$ cat src/rtl/param_lifo_if.sv
// Handshake bundle for param_lifo: control strobes and push data in,
// pop data, acks, occupancy and sticky error flags out.
interface param_lifo_if #(
  parameter int DATA_W = 32,
  parameter int DEPTH  = 16
);
  localparam int CW = $clog2(DEPTH) + 1;

  logic              FLUSH;
  logic              CLR_ERR;
  logic              PUSH_STB;
  logic [DATA_W-1:0] PUSH_DAT;
  logic              POP_STB;
  logic [DATA_W-1:0] POP_DAT;
  logic              PUSH_ACK;
  logic              POP_ACK;
  logic [DATA_W-1:0] TOP_DAT;
  logic [CW-1:0]     COUNT;
  logic              EMPTY;
  logic              FULL;
  logic              OVF;
  logic              UNF;

  modport master (
    output FLUSH, CLR_ERR, PUSH_STB, PUSH_DAT, POP_STB,
    input  POP_DAT, PUSH_ACK, POP_ACK, TOP_DAT, COUNT, EMPTY, FULL, OVF, UNF
  );

  modport slave (
    input  FLUSH, CLR_ERR, PUSH_STB, PUSH_DAT, POP_STB,
    output POP_DAT, PUSH_ACK, POP_ACK, TOP_DAT, COUNT, EMPTY, FULL, OVF, UNF
  );
endinterface

$ cat src/rtl/param_lifo.sv
// Parameterized LIFO stack addressed by its occupancy count; registered pop
// data and acks, combinational top-of-stack view, sticky overflow/underflow.
module param_lifo #(
  parameter  int DATA_W = 32,
  parameter  int DEPTH  = 16,
  localparam int AW     = $clog2(DEPTH),
  localparam int CW     = AW + 1
) (
  input logic         CLK,
  input logic         RST,
  param_lifo_if.slave bus
);

  logic [DATA_W-1:0] r_mem [DEPTH];
  logic [CW-1:0]     r_count;
  logic [DATA_W-1:0] r_pop_dat;
  logic              r_push_ack;
  logic              r_pop_ack;
  logic              r_ovf;
  logic              r_unf;

  logic          w_empty, w_full;
  logic          w_push_ok, w_pop_ok, w_swap;
  logic          w_ovf_evt, w_unf_evt;
  logic [AW-1:0] w_top_idx, w_wr_idx;

  assign w_empty   = (r_count == '0);
  assign w_full    = (r_count == CW'(DEPTH));
  assign w_top_idx = AW'(r_count - CW'(1));

  // A pop in the same cycle frees the top slot, so a push is only refused
  // when full and alone; FLUSH masks every strobe.
  assign w_push_ok = bus.PUSH_STB & ~bus.FLUSH & (~w_full | bus.POP_STB);
  assign w_pop_ok  = bus.POP_STB  & ~bus.FLUSH & ~w_empty;
  assign w_swap    = w_push_ok & w_pop_ok;
  assign w_ovf_evt = bus.PUSH_STB & ~bus.POP_STB & w_full & ~bus.FLUSH;
  assign w_unf_evt = bus.POP_STB & w_empty & ~bus.FLUSH;
  assign w_wr_idx  = w_swap ? w_top_idx : AW'(r_count);

  always_ff @(posedge CLK or posedge RST) begin
    if (RST) begin
      r_count    <= '0;
      r_pop_dat  <= '0;
      r_push_ack <= 1'b0;
      r_pop_ack  <= 1'b0;
      r_ovf      <= 1'b0;
      r_unf      <= 1'b0;
    end else begin
      r_push_ack <= w_push_ok;
      r_pop_ack  <= w_pop_ok;
      if (bus.FLUSH)
        r_count <= '0;
      else if (w_push_ok && !w_pop_ok)
        r_count <= r_count + CW'(1);
      else if (w_pop_ok && !w_push_ok)
        r_count <= r_count - CW'(1);
      if (w_pop_ok)
        r_pop_dat <= r_mem[w_top_idx];
      // New error events override a coincident clear.
      if (w_ovf_evt)        r_ovf <= 1'b1;
      else if (bus.CLR_ERR) r_ovf <= 1'b0;
      if (w_unf_evt)        r_unf <= 1'b1;
      else if (bus.CLR_ERR) r_unf <= 1'b0;
    end
  end

  // Storage needs no reset: entries above COUNT are never observable.
  always_ff @(posedge CLK) begin
    if (w_push_ok && !RST)
      r_mem[w_wr_idx] <= bus.PUSH_DAT;
  end

  assign bus.POP_DAT  = r_pop_dat;
  assign bus.PUSH_ACK = r_push_ack;
  assign bus.POP_ACK  = r_pop_ack;
  assign bus.TOP_DAT  = w_empty ? '0 : r_mem[w_top_idx];
  assign bus.COUNT    = r_count;
  assign bus.EMPTY    = w_empty;
  assign bus.FULL     = w_full;
  assign bus.OVF      = r_ovf;
  assign bus.UNF      = r_unf;

endmodule

$ cat src/flat_wrapper.sv
// flat-port wrapper written by rule: the top's interface ports become plain ports
module param_lifo_flat 
#(
  parameter  int DATA_W = 32,
  parameter  int DEPTH  = 16,
  localparam int AW     = $clog2(DEPTH),
  localparam int CW     = AW + 1
)
  (CLK, RST, bus_FLUSH, bus_CLR_ERR, bus_PUSH_STB, bus_PUSH_DAT, bus_POP_STB, bus_POP_DAT, bus_PUSH_ACK, bus_POP_ACK, bus_TOP_DAT, bus_COUNT, bus_EMPTY, bus_FULL, bus_OVF, bus_UNF);
  param_lifo_if #(.DATA_W(DATA_W), .DEPTH(DEPTH)) bus_i ();
  input logic CLK;
  input logic RST;
  input wire logic [$bits(bus_i.FLUSH)-1:0] bus_FLUSH;
  input wire logic [$bits(bus_i.CLR_ERR)-1:0] bus_CLR_ERR;
  input wire logic [$bits(bus_i.PUSH_STB)-1:0] bus_PUSH_STB;
  input wire logic [$bits(bus_i.PUSH_DAT)-1:0] bus_PUSH_DAT;
  input wire logic [$bits(bus_i.POP_STB)-1:0] bus_POP_STB;
  output wire logic [$bits(bus_i.POP_DAT)-1:0] bus_POP_DAT;
  output wire logic [$bits(bus_i.PUSH_ACK)-1:0] bus_PUSH_ACK;
  output wire logic [$bits(bus_i.POP_ACK)-1:0] bus_POP_ACK;
  output wire logic [$bits(bus_i.TOP_DAT)-1:0] bus_TOP_DAT;
  output wire logic [$bits(bus_i.COUNT)-1:0] bus_COUNT;
  output wire logic [$bits(bus_i.EMPTY)-1:0] bus_EMPTY;
  output wire logic [$bits(bus_i.FULL)-1:0] bus_FULL;
  output wire logic [$bits(bus_i.OVF)-1:0] bus_OVF;
  output wire logic [$bits(bus_i.UNF)-1:0] bus_UNF;
  assign bus_i.FLUSH = bus_FLUSH;
  assign bus_i.CLR_ERR = bus_CLR_ERR;
  assign bus_i.PUSH_STB = bus_PUSH_STB;
  assign bus_i.PUSH_DAT = bus_PUSH_DAT;
  assign bus_i.POP_STB = bus_POP_STB;
  assign bus_POP_DAT = bus_i.POP_DAT;
  assign bus_PUSH_ACK = bus_i.PUSH_ACK;
  assign bus_POP_ACK = bus_i.POP_ACK;
  assign bus_TOP_DAT = bus_i.TOP_DAT;
  assign bus_COUNT = bus_i.COUNT;
  assign bus_EMPTY = bus_i.EMPTY;
  assign bus_FULL = bus_i.FULL;
  assign bus_OVF = bus_i.OVF;
  assign bus_UNF = bus_i.UNF;
  param_lifo #(.DATA_W(DATA_W), .DEPTH(DEPTH)) u_core (.CLK(CLK), .RST(RST), .bus(bus_i));
endmodule
$ cat config.mk
export PLATFORM = sky130hd
export DESIGN_NAME = param_lifo_flat
export DESIGN_NICKNAME = d
export VERILOG_FILES = /design/src/rtl/param_lifo_if.sv /design/src/rtl/param_lifo.sv /design/src/flat_wrapper.sv
export SDC_FILE = /design/constraint.sdc
export NUM_CORES = 1
export LEC_CHECK = 0
export CORE_MARGIN = 2
export CORE_UTILIZATION = 50
export DETAILED_ROUTE_END_ITERATION = 6
export GPL_TIMING_DRIVEN = 0
export PLACE_DENSITY = 0.71
export SETUP_SLACK_MARGIN = 0.2
export SLEW_MARGIN = 0
export SYNTH_ARGS = -nofsm -noshare
export SYNTH_HDL_FRONTEND = slang
export SYNTH_SLANG_ARGS = --single-unit
$ cat constraint.sdc
create_clock -name CLK -period 11.7 [get_ports CLK]
set_input_delay 3.51 -clock CLK [delete_from_list [all_inputs] [get_ports CLK]]
set_output_delay 3.51 -clock CLK [all_outputs]
set_load 0.005 [all_outputs]
Word-level counts from Yosys, hierarchy flattened --
Memory sizes are Yosys's and may differ from the RTL's. Index checks and enable logic that the tools add are counted.
Storage, ports and cells: bits in registers 41, RAM bits 512, input bits 38, output and inout bits 75, word-level logic and storage cells 45, memories kept 1
Memories:
- u_core.r_mem | words 16, width 32, rd ports 1, clocked after memory_dff 0, wr ports 1, RTL line param_lifo.sv:14 | logic [DATA_W-1:0] r_mem [DEPTH];
Operators by class: $add $sub $neg 2, eq/ne operators 1, multiplexer cells 10, bitwise gates (word level) 15, reduce and logical (&&, ||, !) cells 10
Operator list (number):
- $mux 32 | 1
- $mux 5 | 3
- $and 1x1->1 | 10
- $add 5x1->5 const B | 1
- $eq 5x5->1 const B | 1
- $logic_not 5->1 | 1
- $mux 1 | 5
- $sub 5x1->5 const B | 1
- $mux 4 | 1
- $not 1->1 | 4
- $reduce_bool 2->1 | 2
- $logic_and 1x1->1 | 3
- $logic_not 1->1 | 3
- $reduce_bool 3->1 | 1
- $or 1x1->1 | 1

Logic depth before layout (Yosys ltp) --
Gate-level depths: netlist of the first run.
word-level depth 9, mapped depth 14, mapped depth without buffers 8

Worst setup path before layout of the first run --
No wires, ideal clock.
path type input -> register, from input port RST, to memory u_core.r_mem[6][0], enable pin, setup time 0.421 ns, data arrival time 6.284 ns, data required time 11.279 ns, slack 4.995 ns, stages 4, path buffers 0, cells stage by stage inv_1 > and4_1 > o21ai_0 > nor2_1
On the way: longest elaborated chain between the ends 4
RTL lines:
- from (decl) | RTL line flat_wrapper.sv:12 | input logic RST;
- $logic_not 1->1 (no source line)
- $logic_and 1x1->1 | RTL line param_lifo.sv:69 | if (w_push_ok && !RST)
- $mux 1 | RTL line param_lifo.sv:69
- $mux 1 (not written as such) | RTL line param_lifo.sv:70 | r_mem[w_wr_idx] <= bus.PUSH_DAT;
- to (decl) | RTL line param_lifo.sv:14
Every way passes these cells.

Final worst setup path of the first run --
from register u_core.r_count[0], in the netlist u_core.bus.COUNT[0], to output port bus_TOP_DAT[1]
On the way: longest elaborated chain between the ends 3, elaborated cells between the ends (all ways) 4, classes of those cells add/sub: 1; mux: 1; reduce/logical: 1; memory: 1
RTL lines:
- from (decl) | RTL line param_lifo.sv:15 | logic [CW-1:0] r_count;
- from (signal assigned) | RTL line param_lifo.sv:54 | r_count <= r_count + CW'(1);
- from (signal assigned) | RTL line param_lifo.sv:56 | r_count <= r_count - CW'(1);
- $sub 5x1->5 | RTL line param_lifo.sv:29 | assign w_top_idx = AW'(r_count - CW'(1));
- $mem_v2 16x32
- $mux 32 (*) | RTL line param_lifo.sv:76 | assign bus.TOP_DAT = w_empty ? '0 : r_mem[w_top_idx];
- to (decl) | RTL line flat_wrapper.sv:21 | output wire logic [$bits(bus_i.TOP_DAT)-1:0] bus_TOP_DAT;
Mark *: on every way between the ends. The rest lies on a longest branch, timed or not.

==> metrics.csv, run 1 <==
metric,value,unit
status,"finished, final reports clean",
route.vias.total,11117,
p_leak,8.22,nW
syn_area,21700,µm²
clockBufferDepth,3,
grt_pass1_vias,11101,
synth_edf_count,512,
io_pins,113,
drt_wl_total,49900,µm
ys_ff_latch,553,
post_synth.cell_area_avg,20.1,µm²
first_iter_violations,1117,
path_clk_slew,60,ps
final_nets,1305,
synth_ff_type,edfxtp_1,
layout_commonest_cell,edfxtp_1,
grt_max_degree,24,
relSlewSlack,0.0910,
period_share,0.733,
fillCellCount,3068,
die_area,45100,µm²
wire_per_inst,26.3,µm
syn_inst,1082,
synth_cell_types,50,
yosysTopAreaCell,edfxtp_1,
stdcell_count,1895,
slew_viol_final,0,
ant_nets,0,
area_growth_syn_to_layout,18.4,%
cts_root_buf,clkbuf_16,
cts_hold_buffers,0,
ys_seq_area_frac,0.756,
avgViaCountPerCell,5.87,
htree_levels,2,
cts_resized,0,
post-synth-top-area-fraction,0.708,
grt_first_pass_wirelength,72100,µm
cts_tree,yes,
gp_congestion,0.776,
rsz0062_at_grt,false,
grt_usage,0.226,
io_buffer_count,111,
power,0.00513,W
path_class,flip-flop to primary output,
hpwl,31500,µm
overflow,0,
dr.pass1.iters,5,
cts_buffers,53,
async_flop_share,0.0741,
fp-row-count,76,
cpPeakStageDelay,640,ps
crit_chain,buf_6 -> buf_8 -> buf_6 -> buf_2 -> inv_1 -> ha_1 -> buf_2 -> buf_2 -> clkbuf_1 -> mux4_2 -> a21boi_0 -> nor4_1 -> nor2_1 -> clkdlybuf4s50_1,
worstMarginPinSlew,1350,ps
skew,18.4,ps
die_y,212,µm
antenna_found_initial,1,
drv_cap,0,
min_period,8570,ps
vdd_drop_max,96.0,µV
synthTopCellsByArea,"edfxtp_1 71%, mux4_2 13%, dfrtp_1 4.7%",
drcViolationCount,0,
cp-end-kind,primary output,
crit_fanout,10,
setup_viol,0,
cp_slowest_cell,clkbuf_1,
cp-start-kind,flip-flop,
fin_setup_tns,0,ps
clock_sinks,553,
most-common-layout-cells,"512 x edfxtp_1, 126 x mux4_2, 111 x clkdlybuf4s50_1",
clock_latency,600,ps
placed_cells,1795,
critPathRequiredTime,8190,ps
hold_path.class,flip-flop to flip-flop,
die_x,212,µm
yosys_warnings,0,
finalHoldViolations,0,
drive_above_1_share,0.229,
start_util,0.505,
fmax,117,MHz
synthesis.nets,1122,
cp_data_arrival_time,5060,ps
crit_top_cell,buf_2,
post-cts-setup-buffers,0,
core_area,43000,µm²
p_per_area,200,nW/µm²
-- synth_stat cells, drive strengths merged (3+ instances only) --
master	count
mux4	128
inv	38
a221oi	15
or3	3
a21oi	3
nor4	18
a21boi	36
nor3	4
nor2	56
clkbuf	21
nor2b	38
dfrtp	41
buf	38
a31oi	5
edfxtp	512
nand2	37
o21ai	41
xnor2	5
nand3	4
o22ai	14
-- routing by layer --
metal | part of all wire | vias to the layer above | GRT usage
li1 | - | 4752 | -
met3 | 0.073 | 97 | 0.0493
met4 | 0.033 | 2 | 0.0849
met1 | 0.42 | 5834 | 0.316
met2 | 0.48 | 432 | 0.355
met5 | 0.00016 | - | 0
-- state kept, by name, summed over array words and instances, names as in the netlist --
name and cells:
u_core.bus.UNF 1, u_core.bus.POP_ACK 1, u_core.bus.PUSH_ACK 1, u_core.r_mem 512, u_core.bus.COUNT 5, u_core.bus.OVF 1
u_core.bus.POP_DAT 32
-- power by group --
part           switching [W]  internal, W
combinational       0.000649     0.000569
clock               0.000716     0.000920
sequential         0.0000386      0.00224
total                0.00140      0.00373
-- worst paths after layout --
kind / from / endpoint / slack [ps] / depth (start not counted)
worst max-delay path: u_core.bus.COUNT[0] / bus_TOP_DAT[1] / 3130 / 14
worst min-delay path: u_core.bus.POP_DAT[16] / u_core.bus.POP_DAT[16] / 480 / 2
worst max register to register: u_core.bus.COUNT[0] / u_core.r_mem[11][20] / 6890 / 14
worst min register to register: u_core.bus.POP_DAT[16] / u_core.bus.POP_DAT[16] / 480 / 2
max in group asynchronous: RST / u_core.bus.POP_DAT[4] / 7780 / 3
min in group asynchronous: RST / u_core.bus.UNF / 3360 / 2
-- cell families after synthesis --
group	after synthesis	share of synthesized area
XOR/XNOR	5	0.00202
multiplexers	128	0.133
flip-flops	553	0.756
AO/OA/AOI/OAI	123	0.0415
buffers and inverters	97	0.0221
AND/OR/NAND/NOR	174	0.0442
adder cells (fa/ha/maj)	2	0.00115
-- cell type report --
cell class	count	area [µm²]	share of cell area
multi-input cells	432	4940	0.192
plain buffers	59	338	0.0132
well taps	585	732	0.0285
clock buffers	73	1460	0.0570
repair buffers	128	1490	0.0580
diodes	1	2.50	0.0000974
clock inverters	26	181	0.00706
inverters	38	143	0.00555
flip-flops and latches	553	16400	0.638
-- worst max-delay path, delay by kind of cell, from the launching register on --
family                   cells  cell delay [ps]
adder cells (fa/ha/maj)      1              300
AND/OR/NAND/NOR              2              640
flip-flops                   1              400
buffers and inverters        9             2560
AO/OA/AOI/OAI                1              130
multiplexers                 1              410
-- metrics by stage --
| step | setup slack, ps | instance area, µm² | hold WS (ps) | util |
|---|---|---|---|---|
| after floorplan | 4990 | 21700 | 473 | - |
| after global routing | 2880 | 25700 | 516 | 0.598 |
| after global placement | 2090 | 23500 | 461 | 0.548 |
| final | 3130 | 25700 | 477 | 0.598 |
| after detailed placement | 3730 | 24000 | 470 | 0.559 |
| after CTS | 3050 | 25700 | 485 | 0.598 |
Note: power is estimated with default switching activity, not from simulation.
==> inputs of run 2 (changes only) <==
- clock period: 11.7 -> 8.8 ns (I/O delays scaled with it)
==> results of run 2 <==
Same layout as run 1 (identical final DEF). Status: finished, final reports clean.
Among the figures that moved: setup slack after placement 3730 ps -> 1700 ps; setup slack after layout 3130 ps -> 1100 ps; register-to-register setup slack 6890 ps -> 3990 ps; total power 0.00513 W -> 0.00682 W; worst IR drop on VDD 96.0 µV -> 128 µV
